### src/rtl/ofmap_pkg.sv
// Shared definitions for the output-feature-map packer: FSM states,
// lane count and the byte-lane mask helper.
package ofmap_pkg;

  localparam int LANES = 4;

  typedef enum logic [1:0] {
    IDLE  = 2'd0,
    PACK  = 2'd1,
    DRAIN = 2'd2,
    DONE  = 2'd3
  } state_t;

  // Mask with lanes 0..last_lane enabled (last_lane=3 gives a full word).
  function automatic logic [LANES-1:0] lane_mask(input logic [1:0] last_lane);
    logic [LANES:0] ones;
    ones = (5'b00010 << last_lane) - 5'd1;
    return ones[LANES-1:0];
  endfunction

endpackage

### src/rtl/word_fifo.sv
// Small synchronous FIFO holding packed words. Head is read straight from
// the storage registers, so a pushed word is visible the cycle after the
// push. A push while full is accepted only if the head pops in that cycle.
module word_fifo #(
  parameter int WIDTH = 52,
  parameter int DEPTH = 2
) (
  input  logic             clk,
  input  logic             rst,
  input  logic             push,
  input  logic [WIDTH-1:0] push_data,
  input  logic             pop,
  output logic [WIDTH-1:0] head,
  output logic             full,
  output logic             empty
);

  localparam int PW = $clog2(DEPTH);

  logic [WIDTH-1:0] mem [DEPTH];
  logic [PW:0]      wr_ptr;
  logic [PW:0]      rd_ptr;
  logic             do_push;
  logic             do_pop;

  // Extra pointer bit distinguishes full from empty when the indices match.
  assign empty   = (wr_ptr == rd_ptr);
  assign full    = (wr_ptr[PW] != rd_ptr[PW]) && (wr_ptr[PW-1:0] == rd_ptr[PW-1:0]);
  assign do_push = push && (!full || pop);
  assign do_pop  = pop && !empty;
  assign head    = mem[rd_ptr[PW-1:0]];

  // Pointer update; reset empties the FIFO.
  always_ff @(posedge clk) begin
    // NOTE: sequential state uses non-blocking assignments so every flop
    // samples pre-edge values regardless of statement order.
    if (rst) begin
      wr_ptr <= '0;
      rd_ptr <= '0;
    end else begin
      if (do_push) wr_ptr <= wr_ptr + (PW+1)'(1);
      if (do_pop)  rd_ptr <= rd_ptr + (PW+1)'(1);
    end
  end

  // Storage write.
  always_ff @(posedge clk) begin
    // NOTE: storage is deliberately not reset; an empty FIFO's contents are
    // never observed because the consumer gates its outputs on !empty.
    if (do_push) mem[wr_ptr[PW-1:0]] <= push_data;
  end

endmodule

### src/rtl/ofmap_packer.sv
// Packs a stream of 8-bit quantized pixels into 32-bit words with byte
// masks and word addresses, queued through a small FIFO toward the
// output buffer. One tile per start pulse.
module ofmap_packer
  import ofmap_pkg::*;
#(
  parameter int ADDR_W     = 16,
  parameter int FIFO_DEPTH = 2
) (
  input  logic              clk,
  input  logic              rst,
  input  logic              start,
  input  logic [ADDR_W-1:0] base_addr,
  input  logic [ADDR_W-1:0] num_pixels,
  input  logic              in_valid,
  input  logic [7:0]        in_data,
  output logic              wr_en,
  input  logic              wr_ready,
  output logic [ADDR_W-1:0] wr_addr,
  output logic [31:0]       wr_data,
  output logic [3:0]        wr_mask,
  output logic              busy,
  output logic              done,
  output logic              overflow
);

  localparam int FW = ADDR_W + 36;

  state_t            state;
  logic [ADDR_W-1:0] base_q;
  logic [ADDR_W-1:0] num_q;
  logic [ADDR_W-1:0] pix_cnt;
  logic [ADDR_W-1:0] word_cnt;
  logic [1:0]        lane_cnt;
  logic [23:0]       lane_buf;

  logic              accept;
  logic              last_pix;
  logic              push;
  logic              pop;
  logic              full;
  logic              empty;
  logic [31:0]       push_word;
  logic [FW-1:0]     push_data;
  logic [FW-1:0]     head;

  // Lanes above lane_cnt in lane_buf are always zero, so OR-ing in the
  // current byte yields a word whose unused lanes are already cleared.
  assign accept    = (state == PACK) && in_valid;
  assign last_pix  = accept && (pix_cnt == num_q - ADDR_W'(1));
  assign push      = accept && ((lane_cnt == 2'd3) || last_pix);
  assign push_word = {8'h00, lane_buf} | ({24'h0, in_data} << {lane_cnt, 3'b000});
  assign push_data = {base_q + word_cnt, push_word, lane_mask(lane_cnt)};
  assign pop       = !empty && wr_ready;

  assign busy = (state == PACK) || (state == DRAIN);
  assign done = (state == DONE);

  word_fifo #(
    .WIDTH(FW),
    .DEPTH(FIFO_DEPTH)
  ) u_fifo (
    .clk      (clk),
    .rst      (rst),
    .push     (push),
    .push_data(push_data),
    .pop      (pop),
    .head     (head),
    .full     (full),
    .empty    (empty)
  );

  // Present the FIFO head, forced to zero while the FIFO is empty.
  always_comb begin
    // NOTE: defaults first so every path assigns every output (no latches).
    wr_en   = !empty;
    wr_addr = '0;
    wr_data = '0;
    wr_mask = '0;
    if (!empty) {wr_addr, wr_data, wr_mask} = head;
  end

  // Tile FSM with pixel, lane and word counters.
  always_ff @(posedge clk) begin
    if (rst) begin
      state    <= IDLE;
      base_q   <= '0;
      num_q    <= '0;
      pix_cnt  <= '0;
      word_cnt <= '0;
      lane_cnt <= '0;
      lane_buf <= '0;
    end else begin
      case (state)
        IDLE: begin
          if (start) begin
            base_q   <= base_addr;
            num_q    <= num_pixels;
            pix_cnt  <= '0;
            word_cnt <= '0;
            lane_cnt <= '0;
            lane_buf <= '0;
            state    <= (num_pixels == '0) ? DONE : PACK;
          end
        end
        PACK: begin
          if (accept) begin
            pix_cnt <= pix_cnt + ADDR_W'(1);
            if (push) begin
              lane_cnt <= '0;
              lane_buf <= '0;
              word_cnt <= word_cnt + ADDR_W'(1);
            end else begin
              lane_cnt <= lane_cnt + 2'd1;
              lane_buf <= push_word[23:0];
            end
            if (last_pix) state <= DRAIN;
          end
        end
        DRAIN: begin
          if (empty) state <= DONE;
        end
        default: state <= IDLE;
      endcase
    end
  end

  // Sticky overflow: set when a word is dropped, cleared by an accepted start.
  always_ff @(posedge clk) begin
    if (rst) begin
      overflow <= 1'b0;
    end else if ((state == IDLE) && start) begin
      overflow <= 1'b0;
    end else if (push && full && !pop) begin
      overflow <= 1'b1;
    end
  end

endmodule

### config.mk
export PLATFORM = sky130hd
export DESIGN_NAME = ofmap_packer
export DESIGN_NICKNAME = d
export VERILOG_FILES = /design/src/rtl/ofmap_pkg.sv /design/src/rtl/word_fifo.sv /design/src/rtl/ofmap_packer.sv
export SDC_FILE = /design/constraint.sdc
export NUM_CORES = 1
export LEC_CHECK = 0
export ABC_AREA = 1
export CAP_MARGIN = 20
export CELL_PAD_IN_SITES_DETAIL_PLACEMENT = 1
export CELL_PAD_IN_SITES_GLOBAL_PLACEMENT = 1
export CORE_ASPECT_RATIO = 1.1
export CORE_MARGIN = 1
export CORE_UTILIZATION = 43
export DETAILED_ROUTE_END_ITERATION = 12
export PLACE_DENSITY = 0.8
export RECOVER_POWER = 25
export SYNTH_ARGS = -nofsm -noshare
export SYNTH_HDL_FRONTEND = slang
export SYNTH_SLANG_ARGS = --single-unit
### constraint.sdc
create_clock -name clk -period 4.38 [get_ports clk]
set_input_delay 0.876 -clock clk [delete_from_list [all_inputs] [get_ports clk]]
set_output_delay 0.876 -clock clk [all_outputs]
set_load 0.01 [all_outputs]
==> results.md, run 1 <==
- Skew-Pair Late Insertion Delay: 440 ps
- RD Place Congestion: 0.828
- Mean post-synth cell area: 8.64 µm²
- First-pass GRT wire length: 42,700 µm
- Net Count, Synth: approximately 1.2k
- Synthesized area: 9700 µm²
- Synth area leaders: edfxtp_1 (32%), dfxtp_1 (20%), nand2_1 (11%)
- Internal Pwr Total: between 3000 and 4000 µW
- Critical path arrival: 2710 ps
- Top post-synthesis cells by count: nand2_1 (280), a21oi_1 (126), nor2_1 (114), edfxtp_1 (102), dfxtp_1 (98)
- Worst vdd ir: 0.000299 V
- Net Sw Frac: 35.1%
- Synth unique cells: 44
- PortBufs: 100
- Crit path buffers/inverters: 3
- Initial drt markers: around 280
- Core ar.: 22,100 µm²
- Row cnt: 57
- Die height: 160 µm
- Worst Tran Pin Value: 1290 ps
- Clock slew at reported path FFs: 80 ps
- Layout Cells excl Fill: 1,516
- DR vias/cell: 5.28
- DR DRC count: 0
- Vias in the first global route: 8,428
- Final hold vios: 0
- Max Fclk: around 280 MHz
- Setup violators final: 0
- Layout cells sized above 1: 8.19%
- Max stage delay cell, worst path: clkinv_1
- Seq/Total Area, Yosys: 51.8%
- Seq pwr share: 44.1%
- Placed insts: around 1.5k
- Detailed Place HPWL: about 18,000 µm
- Grt met3 use: 3.70%
- Power share of the clock group: 30.2%
- Final period utilization: 81.8%
- Cell Area, Placed: 11,000 µm²
- CTS Buffer Depth: 2
- H-tree depth: 4
- Starting Density: around 44%
- Startpoint type of the worst setup path: register
- Count leader, synth: nand2_1
- Worst Path Required: roughly 3500 ps
- TNS Setup: 0 ps
- Number of diodes: 0
- Post-CTS Setup Bufs: 0
- Synth Area in Compound Gates: between 10% and 20%
- Resized cells post-CTS: 0
- Yosys warning count: 0
- Root buffer cell: clkbuf_16
- Area grow syn2layout: 19.0%
- Cell chain of the critical path: clkinv_1 > buf_4 > nand2_1 > a21oi_1 > clkdlybuf4s50_1
- Crit-path leading delay family: buffers and inverters
- Share of synthesized cell area in full adder, half adder and majority cells: 3.56%
- Post-Synth Simple-Gate Area: 22.6%
- Mux cell area share after synthesis: 0%
- Slew Limit Fails: 0
- Top FF cell, synth: edfxtp_1
- Max_cap viols: 0
- XOR/XNOR Fraction of Synth Area: 3.70%
- Status: complete, no violations
- Leading area contributor after synthesis: edfxtp_1
- Grt ovf: 0
- CP Capture Type: output pin
- Slew headroom: 14.3%
- P_leak: 0.00429 µW
- Number of flops mapped to enable cells by yosys: 102
- GR Util met1: 27.8%
- Post-synth ARST share: 0%
- Layout Skew: 13.9 ps
- Hold WS: between 400 and 500 ps
- Antenna Nets Post-Route: 0
- Top Ports: slightly above 100
- Grt met2 use: between 40% and 50%
- Drt total wl: 26,000 µm
- NetSw: 1770 µW
- Setup CP Type: reg -> out
- Initial DRT Pass Iterations: 5
- Die area: 23,200 µm²
- CTS sink cnt: 200
- Final net count: 1,280
- Pwr per Cell Area: 437 nW/µm²
- Worst hold path type: reg -> reg
- CTS Buf Count: 17
- TritonCTS clock tree: done
- Die width: between 100 and 150 µm
- GRT busiest layer: met2
- Post-CTS Hold Buffers: 0
- Tot GR Track Use: 23.2%
- Largest net degree at the start of global routing: 64
- Crit Path Max Fanout: 32
- Mapped Cells: 1,123
- Synth top area share: 31.6%
- Combinational Power Share: 25.7%
- Number of synthesized register bits: 200
- Post-route cell area: 11,500 µm²
- Final min period: 3580 ps
- Largest family of logic cells by synthesized area: simple AND/OR/NAND/NOR gates
- Avg WL per Cell: about 17 µm
- Initial antenna violation count: 0
- Largest stage delay, worst path: 720 ps
- DR vias: 8,011
- Unrepaired setup endpoints after global routing: no
[placed cells by master (no fill, tap or decap), types with 2 or more instances in the layout]
master,netlist,routed
a21boi_0,2,2
a21oi_1,126,126
a21oi_2,10,10
buf_12,1,2
buf_4,3,8
clkbuf_1,38,2
clkbuf_16,0,17
clkdlybuf4s50_1,0,90
clkinv_1,5,5
clkinv_4,0,4
clkinv_8,0,2
clkinvlp_4,0,2
dfxtp_1,98,97
dlygate4sd3_1,0,10
edfxtp_1,102,102
ha_1,26,26
inv_1,69,67
inv_2,3,5
inv_6,0,2
inv_8,0,3
nand2_1,280,280
nand2_2,16,16
nand2_4,2,2
nand3_1,36,36
nand3_2,13,13
nand3b_1,5,5
nand4_1,5,5
nor2_1,114,113
nor2_2,5,5
nor2_4,2,3
nor3_1,12,12
nor4_1,8,8
o21ai_0,59,59
o21bai_1,24,24
o31ai_1,2,2
xnor2_1,14,14
xor2_1,27,27
[cell families after synthesis]
| family | after synthesis |
|---|---|
| flops | 200 |
| xor+xnor | 41 |
| fa+ha+maj | 27 |
| buf+inv | 123 |
| compound gates | 229 |
| simple gates | 503 |
[final cells by class]
cell class	instances	area, µm²
Clock buffer	18	429
Clock inverter	14	139
Fill cell	2630	10600
Inverter	77	289
Multi-Input combinational cell	800	4180
Sequential cell	200	5030
Tap cell	295	369
Timing Repair Buffer	112	1110
[metal layers]
layer / routed length (µm) / vias up
li1: - / 3918
met1: 11300 / 3925
met2: 13700 / 142
met3: 680 / 26
met4: 396 / 0
met5: 0 / -
[registers in the layout, summed over array words and instances, names as in the netlist, named ones only]
register,cells
lane_buf,24
u_fifo.wr_ptr,2
word_cnt,16
base_q,16
pix_cnt,16
lane_cnt,2
num_q,16
overflow,1
u_fifo.rd_ptr,2
state,2
u_fifo.mem,102
[worst reg2reg max path, cell delays in order (launching register included)]
cell,delay [ps]
dfxtp_1,320
inv_1,100
ha_1,230
nand3_2,160
nor2_4,240
nand2_1,80
nand2_1,70
nand3_1,120
nor2_1,150
nand2_2,90
o21bai_4,180
nand2_4,110
nor2_1,240
nand2_1,120
inv_2,340
buf_12,290
[power by group through the flow]
stage | Clock [µW] | Combinational, µW | Sequential (µW)
after global placement | 0 | 1250 | 2260
after floorplan | 0 | 988 | 2220
after global routing | 1620 | 1460 | 2240
after detailed placement | 0 | 1300 | 2270
final | 1530 | 1300 | 2230
after CTS | 1550 | 1310 | 2230
[stage by stage]
step                      power (µW)  setup WS [ps]  util [%]
after floorplan                 3210           1020         -
after global placement          3520            864      49.7
after detailed placement        3560            772      49.7
after CTS                       5090            745      52.2
after global routing            5320            541      52.2
final                           5050            797      52.2
[final timing paths]
path	start	to	slack, ps	depth (start not counted)
max reg2reg	num_q[1]$_SDFFE_PP0P_	u_fifo.mem[0][12]$_DFFE_PP_	1250	15
max	register	wr_data[4]	800	5
min reg2reg	lane_buf[17]$_SDFFE_PP0P_	lane_buf[17]$_SDFFE_PP0P_	460	2
min	lane_buf[17]$_SDFFE_PP0P_	lane_buf[17]$_SDFFE_PP0P_	460	2
No activity file was read; power rests on OpenSTA's default activity.
==> run 2, diff against run 1 <==
CORE_UTILIZATION = 39   (was 43)
PLACE_DENSITY = 0.76   (was 0.8)
clock period = 3 ns   (was 4.38 ns; I/O delays follow)
==> run 2 against run 1 <==
Effect of this change:
- the flow now finishes with violations (design-rule violations)
- non-clock buffer count rose by 14
- worst hold slack better by 1.7 ps
- sequential power grew 45%
- wire length up 0.64%
- utilization shrank 4.2 points
- flip-flop and latch count unchanged
- register-to-register slack got worse by 970 ps
- cell area is 1.8% higher
- via count shrank 0.14%
==> results.md, run 2 (synthesis results as in run 1) <==
- Tot GR Track Use: 21.4%
- Final period utilization: 95.8%
- Detailed Place HPWL: roughly 19,000 µm
- Status: finished with violations
- Slew headroom: between 40% and 50%
- Starting Density: 39.7%
- Row cnt: 60
- H-tree depth: 4
- Initial antenna violation count: 0
- RD Place Congestion: roughly 0.81
- Worst slack, placed: -126 ps
- Pwr per Cell Area: 641 nW/µm²
- First-pass GRT wire length: 43,100 µm
- DR DRC count: 9
- P_leak: 0.00437 µW
- NetSw: 2660 µW
- Final net count: 1,294
- Number of diodes: 0
- Max_cap viols: 0
- CP Capture Type: output pin
- Final min period: approximately 2900 ps
- Drt total wl: 26,200 µm
- Worst reg2reg startpoint: word_cnt[0]$_SDFFE_PP0P_
- Die height: 167 µm
- Setup violators final: 0
- Max reg flops: 102
- Worst Tran Pin Value: 845 ps
- Slew Limit Fails: 0
- Uppermost layer routed: met4
- DR vias/cell: between 5 and 6
- Top Ports: 101
- Vias in the first global route: 8,399
- Critical path arrival: about 2300 ps
- CTS sink cnt: 200
- Post-CTS Setup Bufs: 0
- Initial DRT Pass Iterations: 8
- Avg WL per Cell: around 17 µm
- Max Fclk: ~350 MHz
- Worst vdd ir: ~0.00039 V
- Seq pwr share: about 43%
- Routed wl met2: 13,200 µm
- Hold WS: 461 ps
- Tot Pwr: 7530 µW
- Largest net degree at the start of global routing: 52
- Antenna Nets Post-Route: 0
- Startpoint type of the worst setup path: register
- Hold Path Origin: lane_buf[22]$_SDFFE_PP0P_
- Crit Path Max Fanout: 51
- Skew-Pair Late Insertion Delay: 450 ps
- Core ar.: 24,500 µm²
- Post-route cell area: between 10,000 and 15,000 µm²
- Met3 wire length: ~900 µm
- Commonest non-fill, non-tap cell in the layout: nand2_1
- Initial drt markers: 331
- Grt ovf: 0
- Root buffer cell: clkbuf_16
- Post-CTS Hold Buffers: 0
- Cell Area, Placed: 11,200 µm²
- CTS Buf Count: 17
- Clock slew at reported path FFs: 80 ps
- Setup CP Type: reg -> out
- Worst hold path type: reg -> reg
- Layout Skew: 12.9 ps
- Die width: 152 µm
- CTS Buffer Depth: 2
- Unrepaired setup endpoints after global routing: no
- Metal-1 WL: 11,600 µm
- Final hold vios: 0
- Net Sw Frac: 35.3%
- PortBufs: 100
- Setup ws final: 125 ps
- TritonCTS clock tree: done
- Failing checks: design-rule violations
- DR vias: 8,000
- Die area: 25,500 µm²
- Area grow syn2layout: 21.1%
- Most frequent cells in the layout: nand2_1 (282), a21oi_1 (126), nor2_1 (112)
- Power share of the clock group: a little under a third
- Worst Path Required: 2400 ps
- Internal Pwr Total: 4870 µW
- Combinational Power Share: 26.4%
- Layout cells sized above 1: 9.23%
## run 2: cell count changes in the layout (fill, tap and decap cells not counted), moves of 3 or more
| cell | previous run | this run |
|---|---|---|
| clkdlybuf4s50_1 | 90 | 100 |
| clkinv_4 | 4 | 0 |
| dlygate4sd3_1 | 10 | 0 |
| clkinvlp_4 | 2 | 5 |
| buf_12 | 2 | 5 |
| clkinv_8 | 2 | 5 |
| buf_4 | 8 | 18 |
## run 2: stage by stage
stage | util, % | instances | setup TNS, ps
floorplan | - | 1123 | 0
global placement | 45.6 | 1513 | -8110
detailed placement | 45.6 | 1513 | -9950
CTS | 48.0 | 1545 | 0
global route | 48.0 | 1545 | 0
finish | 48.0 | 1545 | 0
## run 2: timing repair
item | CTS | global route
pin swaps | 0 | 0
endpoints found under the setup margin | 1 | 95
resized for setup | 1 | 4
## run 2: worst max-delay path, cell delays in order (launching register included)
cell and delay, ps:
dfxtp_2 360, buf_4 470, nand2_1 180, a21oi_1 250, clkdlybuf4s50_1 570
## run 2: metal layers
| metal | GRT usage, % | vias to the layer above |
|---|---|---|
| li1 | - | 3939 |
| met1 | 26.2 | 3875 |
| met2 | 38.6 | 156 |
| met3 | 3.21 | 30 |
| met4 | 6.79 | 0 |
| met5 | 0 | - |
## run 2: final timing paths
kind                                 end  slack [ps]  cells after the start
max                          wr_data[17]         130                      4
min            lane_buf[22]$_SDFFE_PP0P_         460                      2
max reg2reg  u_fifo.mem[1][48]$_DFFE_PP_         280                     10
min reg2reg    lane_buf[22]$_SDFFE_PP0P_         460                      2
## run 2: area by class of cell
type                    count  area, µm²
flip-flops and latches    200       5030
well taps                 310        388
multi-input cells         800       4180
inverters                  77        300
repair buffers            126       1260
clock buffers              17        425
fillers                  2886      12700
clock inverters            15        169
## run 2: power by group through the flow
stage / clock network, µW / registers (µW) / logic [µW]
after floorplan: 0 / 3250 / 1440
after global placement: 0 / 3300 / 1920
after detailed placement: 0 / 3310 / 1980
after CTS: 2340 / 3250 / 2000
after global routing: 2440 / 3270 / 2220
final: 2300 / 3240 / 1990
